File: config.mk
export PLATFORM = sky130hd
export DESIGN_NAME = rom_fetch_arbiter_flat
export DESIGN_NICKNAME = d
export VERILOG_FILES = /design/src/rtl/rom_arb_pkg.sv /design/src/rtl/rom_fetch_arbiter_if.sv /design/src/rtl/rom_arb_resp_slot.sv /design/src/rtl/rom_fetch_arbiter.sv /design/src/flat_wrapper.sv
export SDC_FILE = /design/constraint.sdc
export NUM_CORES = 1
export LEC_CHECK = 0
export ABC_AREA = 1
export CAP_MARGIN = 25
export CORE_ASPECT_RATIO = 1.75
export CORE_MARGIN = 5
export CORE_UTILIZATION = 35
export CTS_CLUSTER_DIAMETER = 100
export CTS_CLUSTER_SIZE = 10
export DETAILED_ROUTE_END_ITERATION = 12
export GPL_TIMING_DRIVEN = 0
export PLACE_DENSITY = 0.74
export RECOVER_POWER = 50
export SETUP_SLACK_MARGIN = 0.05
export SYNTH_ARGS = -nofsm -noshare
export SYNTH_HDL_FRONTEND = slang
export SYNTH_SLANG_ARGS = --single-unit
File: constraint.sdc
create_clock -name clk -period 5.02 [get_ports clk]
set_input_delay 0.753 -clock clk [delete_from_list [all_inputs] [get_ports clk]]
set_output_delay 0.753 -clock clk [all_outputs]
set_load 0.02 [all_outputs]
File: src/rtl/rom_arb_pkg.sv
// Shared types, constants and the address-fault helper for the ROM fetch arbiter.
package rom_arb_pkg;

  localparam int ROM_BYTES_DEFAULT = 16384;

  typedef enum logic {
    PORT_F = 1'b0,
    PORT_D = 1'b1
  } port_e;

  // Addresses are zero-extended to 64 bits so the range compare stays unsigned at full width.
  function automatic logic addr_fault(input logic [63:0] addr, input logic [63:0] rom_bytes);
    return (addr[1:0] != 2'b00) || (addr > (rom_bytes - 64'd4));
  endfunction

endpackage

File: src/rtl/rom_fetch_arbiter_if.sv
// Per-port request/response bundle between a requester (master) and the arbiter (slave).
interface rom_fetch_arbiter_if #(
  parameter int ADDR_W = 32,
  parameter int DATA_W = 32
);
  // A request transfers on a cycle where req_valid && req_ready; a response transfers on a
  // cycle where resp_valid && resp_ready. Once raised, valid and its payload hold until taken.
  logic              req_valid;
  logic [ADDR_W-1:0] req_addr;
  logic              req_ready;
  logic              resp_valid;
  logic [DATA_W-1:0] resp_data;
  logic              resp_err;
  logic              resp_ready;

  modport master (
    output req_valid, req_addr, resp_ready,
    input  req_ready, resp_valid, resp_data, resp_err
  );

  modport slave (
    input  req_valid, req_addr, resp_ready,
    output req_ready, resp_valid, resp_data, resp_err
  );
endinterface

File: src/rtl/rom_arb_resp_slot.sv
// One-entry registered response slot: loads on grant, drains on resp_ready, may reload while draining.
module rom_arb_resp_slot #(
  parameter int DATA_W = 32
) (
  input  logic              clk,
  input  logic              rst,
  input  logic              load,
  input  logic              load_err,
  input  logic [DATA_W-1:0] load_data,
  input  logic              resp_ready,
  output logic              resp_valid,
  output logic [DATA_W-1:0] resp_data,
  output logic              resp_err,
  output logic              slot_free
);

  assign slot_free = !resp_valid || resp_ready;

  always_ff @(posedge clk) begin
    if (rst) begin
      resp_valid <= 1'b0;
      resp_data  <= '0;
      resp_err   <= 1'b0;
    end else if (load) begin
      resp_valid <= 1'b1;
      resp_data  <= load_data;
      resp_err   <= load_err;
    end else if (resp_valid && resp_ready) begin
      resp_valid <= 1'b0;
    end
  end

endmodule

File: src/rtl/rom_fetch_arbiter.sv
// Round-robin sharing of one combinational ROM between fetch (F) and data (D) ports.
// Optional stall counters are built when ROM_FETCH_ARBITER_PERF_EN is defined.
module rom_fetch_arbiter
  import rom_arb_pkg::*;
#(
  parameter int ROM_BYTES = ROM_BYTES_DEFAULT,
  parameter int ADDR_W    = 32,
  parameter int DATA_W    = 32
) (
  input  logic                clk,
  input  logic                rst,
  rom_fetch_arbiter_if.slave  f,
  rom_fetch_arbiter_if.slave  d,
  output logic [ADDR_W-1:0]   rom_address,
  input  logic [DATA_W-1:0]   rom_result,
  output logic [31:0]         perf_f_stall,
  output logic [31:0]         perf_d_stall,
  output port_e               dbg_last_grant
);

  logic              f_free, d_free;
  logic              elig_f, elig_d;
  logic              grant_f, grant_d, any_grant;
  logic              sel_fault;
  logic [ADDR_W-1:0] sel_addr, addr_q;
  logic [DATA_W-1:0] load_data;
  port_e             last_grant, last_grant_next;

  always_ff @(posedge clk) begin
    if (rst) last_grant <= PORT_D;
    else     last_grant <= last_grant_next;
  end

  // The port that did not win last time takes priority when both are eligible.
  always_comb begin
    elig_f          = !rst && f.req_valid && f_free;
    elig_d          = !rst && d.req_valid && d_free;
    grant_f         = elig_f && (!elig_d || (last_grant == PORT_D));
    grant_d         = elig_d && !grant_f;
    any_grant       = grant_f || grant_d;
    last_grant_next = last_grant;
    if (grant_f)      last_grant_next = PORT_F;
    else if (grant_d) last_grant_next = PORT_D;
    sel_addr  = grant_d ? d.req_addr : f.req_addr;
    sel_fault = addr_fault(64'(sel_addr), 64'(ROM_BYTES));
    load_data = sel_fault ? '0 : rom_result;
  end

  assign f.req_ready     = grant_f;
  assign d.req_ready     = grant_d;
  assign dbg_last_grant  = last_grant;
  assign rom_address     = any_grant ? {sel_addr[ADDR_W-1:2], 2'b00} : addr_q;

  always_ff @(posedge clk) begin
    if (rst)            addr_q <= '0;
    else if (any_grant) addr_q <= {sel_addr[ADDR_W-1:2], 2'b00};
  end

  rom_arb_resp_slot #(.DATA_W(DATA_W)) u_slot_f (
    .clk        (clk),
    .rst        (rst),
    .load       (grant_f),
    .load_err   (sel_fault),
    .load_data  (load_data),
    .resp_ready (f.resp_ready),
    .resp_valid (f.resp_valid),
    .resp_data  (f.resp_data),
    .resp_err   (f.resp_err),
    .slot_free  (f_free)
  );

  rom_arb_resp_slot #(.DATA_W(DATA_W)) u_slot_d (
    .clk        (clk),
    .rst        (rst),
    .load       (grant_d),
    .load_err   (sel_fault),
    .load_data  (load_data),
    .resp_ready (d.resp_ready),
    .resp_valid (d.resp_valid),
    .resp_data  (d.resp_data),
    .resp_err   (d.resp_err),
    .slot_free  (d_free)
  );

`ifdef ROM_FETCH_ARBITER_PERF_EN
  // A stall is a cycle with a pending request that was not accepted; counters saturate.
  always_ff @(posedge clk) begin
    if (rst) begin
      perf_f_stall <= '0;
      perf_d_stall <= '0;
    end else begin
      if (f.req_valid && !grant_f && (perf_f_stall != 32'hffff_ffff))
        perf_f_stall <= perf_f_stall + 32'd1;
      if (d.req_valid && !grant_d && (perf_d_stall != 32'hffff_ffff))
        perf_d_stall <= perf_d_stall + 32'd1;
    end
  end
`else
  assign perf_f_stall = '0;
  assign perf_d_stall = '0;
`endif

endmodule

File: src/flat_wrapper.sv
// flat-port wrapper written by rule: the top's interface ports become plain ports
module rom_fetch_arbiter_flat import rom_arb_pkg::*;
#(
  parameter int ROM_BYTES = ROM_BYTES_DEFAULT,
  parameter int ADDR_W    = 32,
  parameter int DATA_W    = 32
)
  (clk, rst, rom_address, rom_result, perf_f_stall, perf_d_stall, dbg_last_grant, f_req_valid, f_req_addr, f_resp_ready, f_req_ready, f_resp_valid, f_resp_data, f_resp_err, d_req_valid, d_req_addr, d_resp_ready, d_req_ready, d_resp_valid, d_resp_data, d_resp_err);
  rom_fetch_arbiter_if #(.ADDR_W(ADDR_W), .DATA_W(DATA_W)) f_i ();
  rom_fetch_arbiter_if #(.ADDR_W(ADDR_W), .DATA_W(DATA_W)) d_i ();
  input  logic clk;
  input  logic rst;
  output logic [ADDR_W-1:0] rom_address;
  input  logic [DATA_W-1:0] rom_result;
  output logic [31:0] perf_f_stall;
  output logic [31:0] perf_d_stall;
  output port_e dbg_last_grant;
  input wire logic [$bits(f_i.req_valid)-1:0] f_req_valid;
  input wire logic [$bits(f_i.req_addr)-1:0] f_req_addr;
  input wire logic [$bits(f_i.resp_ready)-1:0] f_resp_ready;
  output wire logic [$bits(f_i.req_ready)-1:0] f_req_ready;
  output wire logic [$bits(f_i.resp_valid)-1:0] f_resp_valid;
  output wire logic [$bits(f_i.resp_data)-1:0] f_resp_data;
  output wire logic [$bits(f_i.resp_err)-1:0] f_resp_err;
  input wire logic [$bits(d_i.req_valid)-1:0] d_req_valid;
  input wire logic [$bits(d_i.req_addr)-1:0] d_req_addr;
  input wire logic [$bits(d_i.resp_ready)-1:0] d_resp_ready;
  output wire logic [$bits(d_i.req_ready)-1:0] d_req_ready;
  output wire logic [$bits(d_i.resp_valid)-1:0] d_resp_valid;
  output wire logic [$bits(d_i.resp_data)-1:0] d_resp_data;
  output wire logic [$bits(d_i.resp_err)-1:0] d_resp_err;
  assign f_i.req_valid = f_req_valid;
  assign f_i.req_addr = f_req_addr;
  assign f_i.resp_ready = f_resp_ready;
  assign f_req_ready = f_i.req_ready;
  assign f_resp_valid = f_i.resp_valid;
  assign f_resp_data = f_i.resp_data;
  assign f_resp_err = f_i.resp_err;
  assign d_i.req_valid = d_req_valid;
  assign d_i.req_addr = d_req_addr;
  assign d_i.resp_ready = d_resp_ready;
  assign d_req_ready = d_i.req_ready;
  assign d_resp_valid = d_i.resp_valid;
  assign d_resp_data = d_i.resp_data;
  assign d_resp_err = d_i.resp_err;
  rom_fetch_arbiter #(.ROM_BYTES(ROM_BYTES), .ADDR_W(ADDR_W), .DATA_W(DATA_W)) u_core (.clk(clk), .rst(rst), .f(f_i), .d(d_i), .rom_address(rom_address), .rom_result(rom_result), .perf_f_stall(perf_f_stall), .perf_d_stall(perf_d_stall), .dbg_last_grant(dbg_last_grant));
endmodule
# Yosys cells after proc, flatten, opt, wreduce, memory -nomap -nowiden
# Index checks and enable logic that the tools add are counted.
[word_totals]
register_bits = 101
latchBits = 0
ramBits = 0
mem_bits_ro = 0
out_inout_bits = 167
word_cells = 40
n_memories = 0
[classes]
add_sub_neg = 0
mul = 0
div_mod_pow = 0
order_cmp = 1
eq_ne = 0
shift = 0
mux = 9
bitwise_logic = 0
reduce_logical = 22
[ops]
columns = ["operator", "n"]
rows = [
  ["$mux W32", 3],
  ["$gt A32 B14 Y1 const B", 1],
  ["$logic_and A1 B1 Y1", 8],
  ["$reduce_bool A2 Y1", 4],
  ["$mux W1", 6],
  ["$logic_not A1 Y1", 5],
  ["$logic_or A1 B1 Y1", 5],
]

# Depth between registers and ports, before layout
# Gate-level depths: netlist of the first run.
[depth]
ltp_word = 12
mapped_depth = 16

# By module
# A second synthesis of the first run with hierarchy kept.
[unflattened]
hier_cells = 729
area_unflattened_um2 = 5241.3
[modules_own_cells]
columns = ["module", "instances", "cells_each", "area_each_um2", "seq_area_each_um2"]
rows = [
  ["rom_fetch_arbiter", 1, 435, 2879.0, 660.6],
  ["rom_arb_resp_slot", 2, 147, 1181.1, 680.7],
]

# Worst setup path after synthesis of the first run
# No wires, ideal clock.
[synth_timing]
kind = "input-to-output"
startpoint = "in rst"
endpoint = "out rom_address[23]"
arrival_time_ps = 2161
required_ps = 4267
slack_ps = 2106
cell_stages = 9
n_path_buf = 4
cell_sequence = "buf_6 -> nor2_2 -> nand2_2 -> nand2_2 -> buf_6 -> clkbuf_1 -> clkbuf_1 -> nand3_1 -> nand2_1"
[synth_via]
elab_chain_cells = 10
elab_cells_between_ends = 13
classes_between = "mux (2); reduce/logical (11)"
[synth_lines]
columns = ["item", "line", "source"]
rows = [
  ["start, declared", "flat_wrapper.sv:12", "input logic rst;"],
  ["$logic_not A1 Y1 *", "rom_fetch_arbiter.sv:36, rom_fetch_arbiter.sv:37", ""],
  ["$logic_and A1 B1 Y1 (2 in series)", "rom_fetch_arbiter.sv:37", "elig_d = !rst && d.req_valid && d_free;"],
  ["$logic_not A1 Y1", "rom_fetch_arbiter.sv:38", "grant_f = elig_f && (!elig_d || (last_grant == PORT_D));"],
  ["$logic_or A1 B1 Y1", "rom_fetch_arbiter.sv:38", ""],
  ["$logic_and A1 B1 Y1", "rom_fetch_arbiter.sv:38", ""],
  ["$logic_not A1 Y1", "rom_fetch_arbiter.sv:39", "grant_d = elig_d && !grant_f;"],
  ["$logic_and A1 B1 Y1", "rom_fetch_arbiter.sv:39", ""],
  ["$mux W32 / $logic_or A1 B1 Y1 (equally long branches)", "rom_fetch_arbiter.sv:44, rom_fetch_arbiter.sv:40", ""],
  ["$mux W32 *", "rom_fetch_arbiter.sv:52", "assign rom_address = any_grant ? {sel_addr[ADDR_W-1:2], 2'b00} : addr_q;"],
  ["end, declared", "flat_wrapper.sv:13", "output logic [ADDR_W-1:0] rom_address;"],
]
# Mark *: on every way between the ends. The rest lies on a longest branch, timed or not.

# Final worst setup path of the first run
[layout_timing]
startpoint = "in rst"
endpoint = "out f_req_ready"
[layout_via]
elab_chain_cells = 6
elab_cells_between_ends = 8
classes_between = "reduce/logical (8)"
[layout_lines]
columns = ["item", "line", "source"]
rows = [
  ["$logic_not A1 Y1 *", "rom_fetch_arbiter.sv:36, rom_fetch_arbiter.sv:37", ""],
  ["$logic_and A1 B1 Y1 (2 in series)", "rom_fetch_arbiter.sv:37", ""],
  ["$logic_not A1 Y1", "rom_fetch_arbiter.sv:38", ""],
  ["$logic_or A1 B1 Y1", "rom_fetch_arbiter.sv:38", ""],
  ["$logic_and A1 B1 Y1 *", "rom_fetch_arbiter.sv:38", ""],
  ["end, declared", "flat_wrapper.sv:21", "output wire logic [$bits(f_i.req_ready)-1:0] f_req_ready;"],
]
# Marked as above.

==> run summary, run 1 <==
The run finished with clean final reports. The highest-delay cell along the critical path is clkdlybuf4s50_1. The post-route cell area came out at 0.007672 mm². The met1 layer wirelength in the final routing came out at 6117 µm. Detailed routing placed a total of 9057 µm of wire on met2.

The count of standard-cell rows came out at 57. The boundary pin count is 269. The fraction of layout instances using a drive strength above 1 came out at 0.1427. The arrival time reported for the critical path endpoint came out at 3.78 ns. The leading cell type in the layout, fill and taps excluded is clkdlybuf4s50_1.

Along the worst hold path, the cell count comes to 2. The area growth from synthesis to layout is 56.47%. The pin count of the biggest net entering global routing came out at 18. Across every metal layer, demand over resource in global routing totals 0.1938. The half-perimeter wire length after placement came out at 13470 µm. The maximum root-to-sink buffer count came out at 2. The switching power share of the total came out at 0.3011. The floorplan step defined a core boundary enclosing 0.01384 mm².

TritonCTS built the clock tree. The post-route antenna net violation count came out at 0. The critical path startpoint category is an input port. The required time at the worst-slack endpoint is 4.27 ns.

Clock tree synthesis inserted a total of 9 buffers. The worst-case vdd ir drop came out at 0.1806 mV. The endpoint of the worst hold-timing path is u_core.addr_q[0]$_SDFF_PP0_. The number of buffers inserted for hold repair after clock tree synthesis came out at 0. The category of the worst setup path capture point is an output port.

The worst pin sits at a relative slew slack of 0.4750. The met3 wirelength from detailed routing is 1137 µm. The count of maximum capacitance violations is 0.

Of the total power, combinational logic draws 0.268. The number of setup buffers added after CTS came out at 0. Counting the fill cells in the layout gives 1365.

The netlist area before placement is 0.004903 mm². The post-detailed-placement cell area is 0.007403 mm². The initial antenna violation count came to 0.

The die extent in y is 166.6 µm. The max-slew violation total from the final report came out at 0. The DRC violation count after routing is 0. The number of diodes is 0. Synthesis handed over a netlist of 629 instances. The share of synthesized area occupied by flip-flops and latches came out at 0.4124.

Walking the worst path, the cells encountered are dlygate4sd3_1, buf_6, clkinv_2, nand2_1, nor2_4, nand2_2, buf_6, inv_1, clkbuf_1, clkbuf_1, clkdlybuf4s50_1. The die footprint is 0.01657 mm². Setup total negative slack on the finished layout was measured at 0 ns. Of the available clock period, the critical path in the final layout requires 0.9025. The flop-to-flop setup slack is 1.98 ns.

Summed over all nets, the switching power comes to 648.7 µW. In this run the clock root is driven by a clkbuf_16. Together, buffers and inverters on the worst path number 8.

The number of distinct standard cells referenced by the synthesized netlist came out at 29. The worst register-to-register path ends at u_core.u_slot_d.resp_data[24]$_SDFFE_PP0N_. In this run the critical register-to-register path is launched from u_core.u_slot_f.resp_valid$_SDFFE_PP0P_. The number of iterations in the first detailed-routing pass is 5. Once layout is complete, the utilization of the core stands at 0.5545. The number of violations reported at the end of detailed-routing iteration 0 came out at 115. The setup-violating endpoint count in the final report came out at 0.

In the layout the commonest cells are clkdlybuf4s50_1 (134), nand2_1 (110), dfxtp_1 (101), a21oi_1 (88), o21ai_0 (75). The initial standard-cell utilization of the core is 0.3544. Averaged over all synthesized cells, the footprint is 7.796 µm².

The total of cells resized after clock tree synthesis came out at 0. The sink count of the clock tree came out at 101. The worst hold path begins at u_core.addr_q[0]$_SDFF_PP0_. The critical path is of the input port to output port type. The die width is 99.48 µm. The net total in the final layout came out at 1009. The transition time at the pin with the least slew margin is 0.7845 ns. The detailed-route wire length came out at 16850 µm. The maximum clock frequency is 0.2207 GHz.

After synthesis the netlist holds a flip-flop and latch count of 101. The quantity of I/O buffers inserted on ports came out at 204. The kind of cell with the highest combined delay along the critical path is buffers and inverters. In the final routed layout, each cell accounts on average for 15.49 µm. For this design the static power due to leakage is 0.003516 µW.

On the worst path, the slowest cell contributes a delay of 0.70 ns. Power spread over the standard cell area amounts to 280.8 mW/mm². The final period demand of the worst path is 4.531 ns. The clock input transition at the sequential cells of the worst setup and hold paths is 0.07 ns. Setup repair after global routing left no endpoint under its margin.

The cell-internal power came out at 1506 µW. Global routing finished with a remaining overflow of 0. The routability congestion estimate is 0.8353. Measured in cells, the most critical reg-to-reg path has a length of 11.

The hold violation count in the final report came out at 0. The clock group share of total power came out at 0.325. The average vias per placed instance came out at 4.550. The detailed-route via count came out at 4950.

The number of warnings reported in the yosys synthesis log is 0. The tightest min-delay check is of the register to register type. Of the total power, registers draw 0.407. The highest layer touched by signal routing is met4. The clock reaches the later pin of the worst-skew pair after 0.34 ns. The first global-routing pass estimated 25490 µm of wire.

The worst clock skew on the final layout came out at 0.01050 ns. The peak fanout along the critical path is 10. The number of global-route vias before repair is 4853. The number of H-tree branching levels is 3.
[cells in the mapped netlist, drive strengths merged]
library cell | n | area [µm²]
dfxtp | 101 | 2022
clkinv | 2 | 8.750
inv | 42 | 157.7
nand2 | 111 | 426.7
nor2 | 24 | 123.9
nand3b | 1 | 7.510
buf | 78 | 618.1
or2 | 4 | 25.02
o21ai | 76 | 391.6
conb | 1 | 3.750
nand3 | 58 | 455.4
nor3 | 2 | 10.01
a21oi | 88 | 440.4
clkbuf | 29 | 108.9
o211ai | 1 | 7.510
a22o | 11 | 96.34
[worst max path at each step]
stage	from	to	slack, ns	depth (start not counted)
after floorplan	rst	rom_address[23]	2.11	9
after global placement	rst	f_req_ready	0.57	11
after detailed placement	rst	f_req_ready	0.57	11
after CTS	rst	f_req_ready	0.56	11
after global routing	rst	f_req_ready	0.23	11
final	rst	f_req_ready	0.49	11
[per-layer routing]
metal | global-route usage | vias to the layer above
met2 | 0.3659 | 193
met4 | 0.07253 | 0
met3 | 0.04563 | 29
met1 | 0.2024 | 2227
met5 | 0 | -
li1 | - | 2501
[area by class of cell]
class,instances,area [µm²],share of cell area
Inverter,44,166.4,0.02169
Buffer,107,725.7,0.09459
Clock buffer,9,225.2,0.02935
Multi-Input combinational cell,440,2196,0.2862
Clock inverter,6,73.82,0.009622
Sequential cell,101,2022,0.2635
Tap cell,177,221.5,0.02886
Timing Repair Buffer,204,2042,0.2661
[per-stage QoR]
| step | hold WS, ns | worst slack, ns | total power [µW] | instances |
|---|---|---|---|---|
| global route | 0.4664 | 0.2319 | 2252 | 1088 |
| detailed placement | 0.4331 | 0.5669 | 1493 | 1073 |
| global placement | 0.4298 | 0.5716 | 1487 | 1073 |
| CTS | 0.4434 | 0.5604 | 2191 | 1088 |
| floorplan | 0.4212 | 2.106 | 1216 | 692 |
| finish | 0.4412 | 0.4893 | 2155 | 1088 |
[worst min-delay path: cells and delay by family (launching register included)]
family / cells / cell delay [ns]
simple gates: 1 / 0.04
buf+inv: 1 / 0.06
flops: 1 / 0.30
[logic make-up (layout without fill, tap and decap cells)]
family,after synthesis,after routing,share of synthesized area
flops,101,101,0.4124
other cells,1,64,0.0007648
buf+inv,151,370,0.1822
simple gates,200,200,0.2138
compound gates,176,176,0.1909
[power groups by stage]
stage	Combinational (µW)	Clock (µW)	Sequential, µW
after floorplan	278	0	938
after global placement	593	0	894
after detailed placement	597	0	896
after CTS	598	714	878
after global routing	624	746	883
final	578	700	876
[state kept, by name, indices dropped and copies added, names as in the netlist]
signal and count:
u_core.dbg_last_grant 1, u_core.u_slot_f.resp_data 32, u_core.u_slot_f.resp_valid 1, u_core.u_slot_d.resp_err 1, u_core.addr_q 32, u_core.u_slot_d.resp_valid 1
u_core.u_slot_f.resp_err 1, u_core.u_slot_d.resp_data 32
No activity file was read; power rests on OpenSTA's default activity.
==> run 2, diff against run 1 <==
CORE_UTILIZATION = 42   (was 35)
PLACE_DENSITY = 0.86   (was 0.74)
==> run 2 against run 1 <==
Power decreased by 0.67%. Worst setup slack got worse by 0.061 ns. Cell area decreased by 0.88%. Count of clock-buffer cells in the layout increased by 2. Sequential power about the same. Critical path depth unchanged. Cell count decreased by 3.8%. First-iteration DRC count increased by 41%.
==> run summary, run 2 (synthesized netlist as in run 1, its figures left out) <==
Run status: completed (unchanged). The category of the worst setup path capture point is an output port (unchanged). The number of global-route vias before repair came out at 4905 (was 4853). The max-slew violation total from the final report is 0 (unchanged). The net total in the final layout is 1009 (unchanged). The sum of overflow across all layers after global routing is 0 (unchanged). The number of H-tree branching levels came out at 3 (unchanged). The number of placed instances, taps included came out at 1031 (was 1073).

The fraction of the cycle the final worst path needs was 0.9146 (was 0.9025). The worst slew margin relative to its limit came to 0.4869 (was 0.4750). The total negative slack for setup checks is 0 ns (unchanged). The number of iterations in the first detailed-routing pass was 4 (was 5). The initial standard-cell utilization of the core came to 0.4258 (was 0.3544). The met1 layer wirelength in the final routing was 5907 µm (was 6117 µm). The combined global-route utilization of all metal layers is 0.2278 (was 0.1938). The peak fanout along the critical path is 10 (unchanged). The count of maximum capacitance violations came to 0 (unchanged). The wire length per cell was 15.88 µm (was 15.49 µm). The met3 wirelength from detailed routing came to 1113 µm (was 1137 µm). The root buffer cell was clkbuf_16 (unchanged). The number of cell instances on the worst register-to-register path came to 13 (was 11). The detailed-route wire length was 16630 µm (was 16850 µm). Biggest registers after layout: u_core.addr_q x32, u_core.u_slot_d.resp_data x32, u_core.u_slot_f.resp_data x32 (unchanged). The clock input transition at the sequential cells of the worst setup and hold paths came out at 0.07 ns (about the same).

The leading cell type in the layout, fill and taps excluded was clkdlybuf4s50_1 (unchanged). The number of diodes came out at 0 (unchanged). The signed area change from the synthesized netlist to the final layout came to 55.09% (was 56.47%). The post-route antenna net violation count came out at 0 (unchanged). The hold path startpoint was u_core.addr_q[0]$_SDFF_PP0_ (unchanged). The CTS tree was done (unchanged). The post-route cell area was 0.007605 mm² (was 0.007672 mm²).

Setup repair after global routing missed its margin: false (unchanged). The average vias per placed instance came out at 4.791 (was 4.550). Most used cells in the layout excluding fill and tap cells: clkdlybuf4s50_1 (134), nand2_1 (111), dfxtp_1 (101), a21oi_1 (88), o21ai_0 (74) (was clkdlybuf4s50_1 (134), nand2_1 (110), dfxtp_1 (101), a21oi_1 (88), o21ai_0 (75)). The later-pin clock latency in the skew report came out at 0.34 ns (about the same).

The post-placement worst setup slack came out at 0.5200 ns (was 0.5669 ns). The final cell count without fillers is 1047 (was 1088). The pin count of the biggest net entering global routing came to 18 (unchanged).

The origin of the critical flop-to-flop path was u_core.u_slot_d.resp_valid$_SDFFE_PP0P_ (was u_core.u_slot_f.resp_valid$_SDFFE_PP0P_). The maximum clock frequency is 0.2178 GHz (was 0.2207 GHz). The worst clock skew on the final layout is 0.009514 ns (was 0.01050 ns). The flop-to-flop setup slack came to 2.26 ns (was 1.98 ns).

The post-detailed-placement cell area came out at 0.007351 mm² (was 0.007403 mm²). The critical path class is input port to output port (unchanged). The total core area was 0.01152 mm² (was 0.01384 mm²). The number of buffers created by CTS came out at 9 (unchanged).

The die width is 91.68 µm (was 99.48 µm). The DRC violation count after routing is 0 (unchanged). The start point of the critical path is rst (unchanged). The boundary pin count was 269 (unchanged). The worst hold path depth came to 2 (unchanged). The final-layout worst hold slack was 0.4465 ns (was 0.4412 ns). The detailed-route via count is 5016 (was 4950). The final setup slack of the worst path was 0.4287 ns (was 0.4893 ns).

The half-perimeter wire length after placement came to 13320 µm (was 13470 µm). The number of setup buffers added after CTS came to 0 (unchanged). The maximum root-to-sink buffer count is 2 (unchanged). The setup-violating endpoint count in the final report is 0 (unchanged). The number of filler instances in the final layout is 991 (was 1365). The total of cells resized after clock tree synthesis came out at 0 (unchanged). The fraction of layout instances using a drive strength above 1 is 0.1436 (was 0.1427). The initial antenna violation count is 0 (unchanged). The top layer used by detailed routing was met4 (unchanged). The sink count of the clock tree came out at 101 (unchanged).

The required time at the worst-slack endpoint is 4.27 ns (about the same). The number of violations reported at the end of detailed-routing iteration 0 came out at 162 (was 115). The type of the worst min-delay path was register to register (unchanged). The hold violation count in the final report is 0 (unchanged). The leakage power was 0.003493 µW (was 0.003516 µW).

The die footprint came out at 0.01402 mm² (was 0.01657 mm²). The quantity of I/O buffers inserted on ports came out at 204 (unchanged). The die extent in y is 152.9 µm (was 166.6 µm). The number of buffers inserted for hold repair after clock tree synthesis came out at 0 (unchanged). The global-route wire length before repair is 25510 µm (was 25490 µm).

The met2 layer wire length in the routed design is 9000 µm (was 9057 µm). The arrival time reported for the critical path endpoint was 3.84 ns (was 3.78 ns). The final period demand of the worst path is 4.591 ns (was 4.531 ns). The count of standard-cell rows came to 52 (was 57). The worst-case vdd ir drop is 0.2681 mV (was 0.1806 mV). The critical path startpoint category is an input port (unchanged). The routability congestion estimate came out at 0.8762 (was 0.8353). The power density of the placed cells came out at 281.4 mW/mm² (was 280.8 mW/mm²). The transition time at the pin with the least slew margin was 0.7669 ns (was 0.7845 ns).
-- run 2: cell types whose count changed in the layout (fill, tap and decap cells not counted), sizes merged --
cell	delta
clkbuf	+3
clkinvlp	-1
inv	+3
buf	-1
clkinv	-2
bufinv	-1
-- run 2: metrics by stage --
| stage | total power, µW | util |
|---|---|---|
| finish | 2140 | 0.6604 |
| detailed placement | 1491 | 0.6383 |
| global placement | 1483 | 0.6383 |
| floorplan | 1216 | - |
| global route | 2238 | 0.6604 |
| CTS | 2173 | 0.6638 |
-- run 2: routing by layer --
metal  GRT usage  vias up
met5           0        -
met4      0.1050        0
met3     0.05657       34
met2      0.4322      190
met1      0.2264     2293
li1            -     2499
-- run 2: final timing paths --
check | endpoint
max | f_req_ready
min | u_core.addr_q[0]$_SDFF_PP0_
max reg2reg | u_core.u_slot_d.resp_data[22]$_SDFFE_PP0N_
min reg2reg | u_core.addr_q[0]$_SDFF_PP0_
-- run 2: layout make-up --
type | count | area, µm² | area share
Buffer | 107 | 724.4 | 0.09526
Clock buffer | 11 | 252.7 | 0.03323
Clock inverter | 5 | 41.29 | 0.005429
Inverter | 44 | 166.4 | 0.02188
Multi-Input combinational cell | 440 | 2187 | 0.2876
Sequential cell | 101 | 2022 | 0.2659
Tap cell | 135 | 168.9 | 0.02221
Timing Repair Buffer | 204 | 2042 | 0.2685
-- run 2: worst max-delay path, cell delays in order --
cell and delay, ns:
clkdlybuf4s50_1 0.44, buf_6 0.16, clkinv_2 0.07, nand2_1 0.09, nor2_4 0.12, nand2_1 0.20
buf_6 0.23, inv_1 0.15, clkbuf_1 0.45, clkbuf_1 0.46, clkdlybuf4s50_1 0.71
-- run 2: power by group --
| group | switching, µW | internal (µW) |
|---|---|---|
| combinational | 320 | 261 |
| clock | 313 | 370 |
| sequential | 20.8 | 856 |
| total | 653 | 1490 |
==> run 3, diff against run 2 <==
GPL_ROUTABILITY_DRIVEN = 0   (was default)
==> results of run 3 <==
No change in the layout: final DEF, timing and power equal those of run 2.
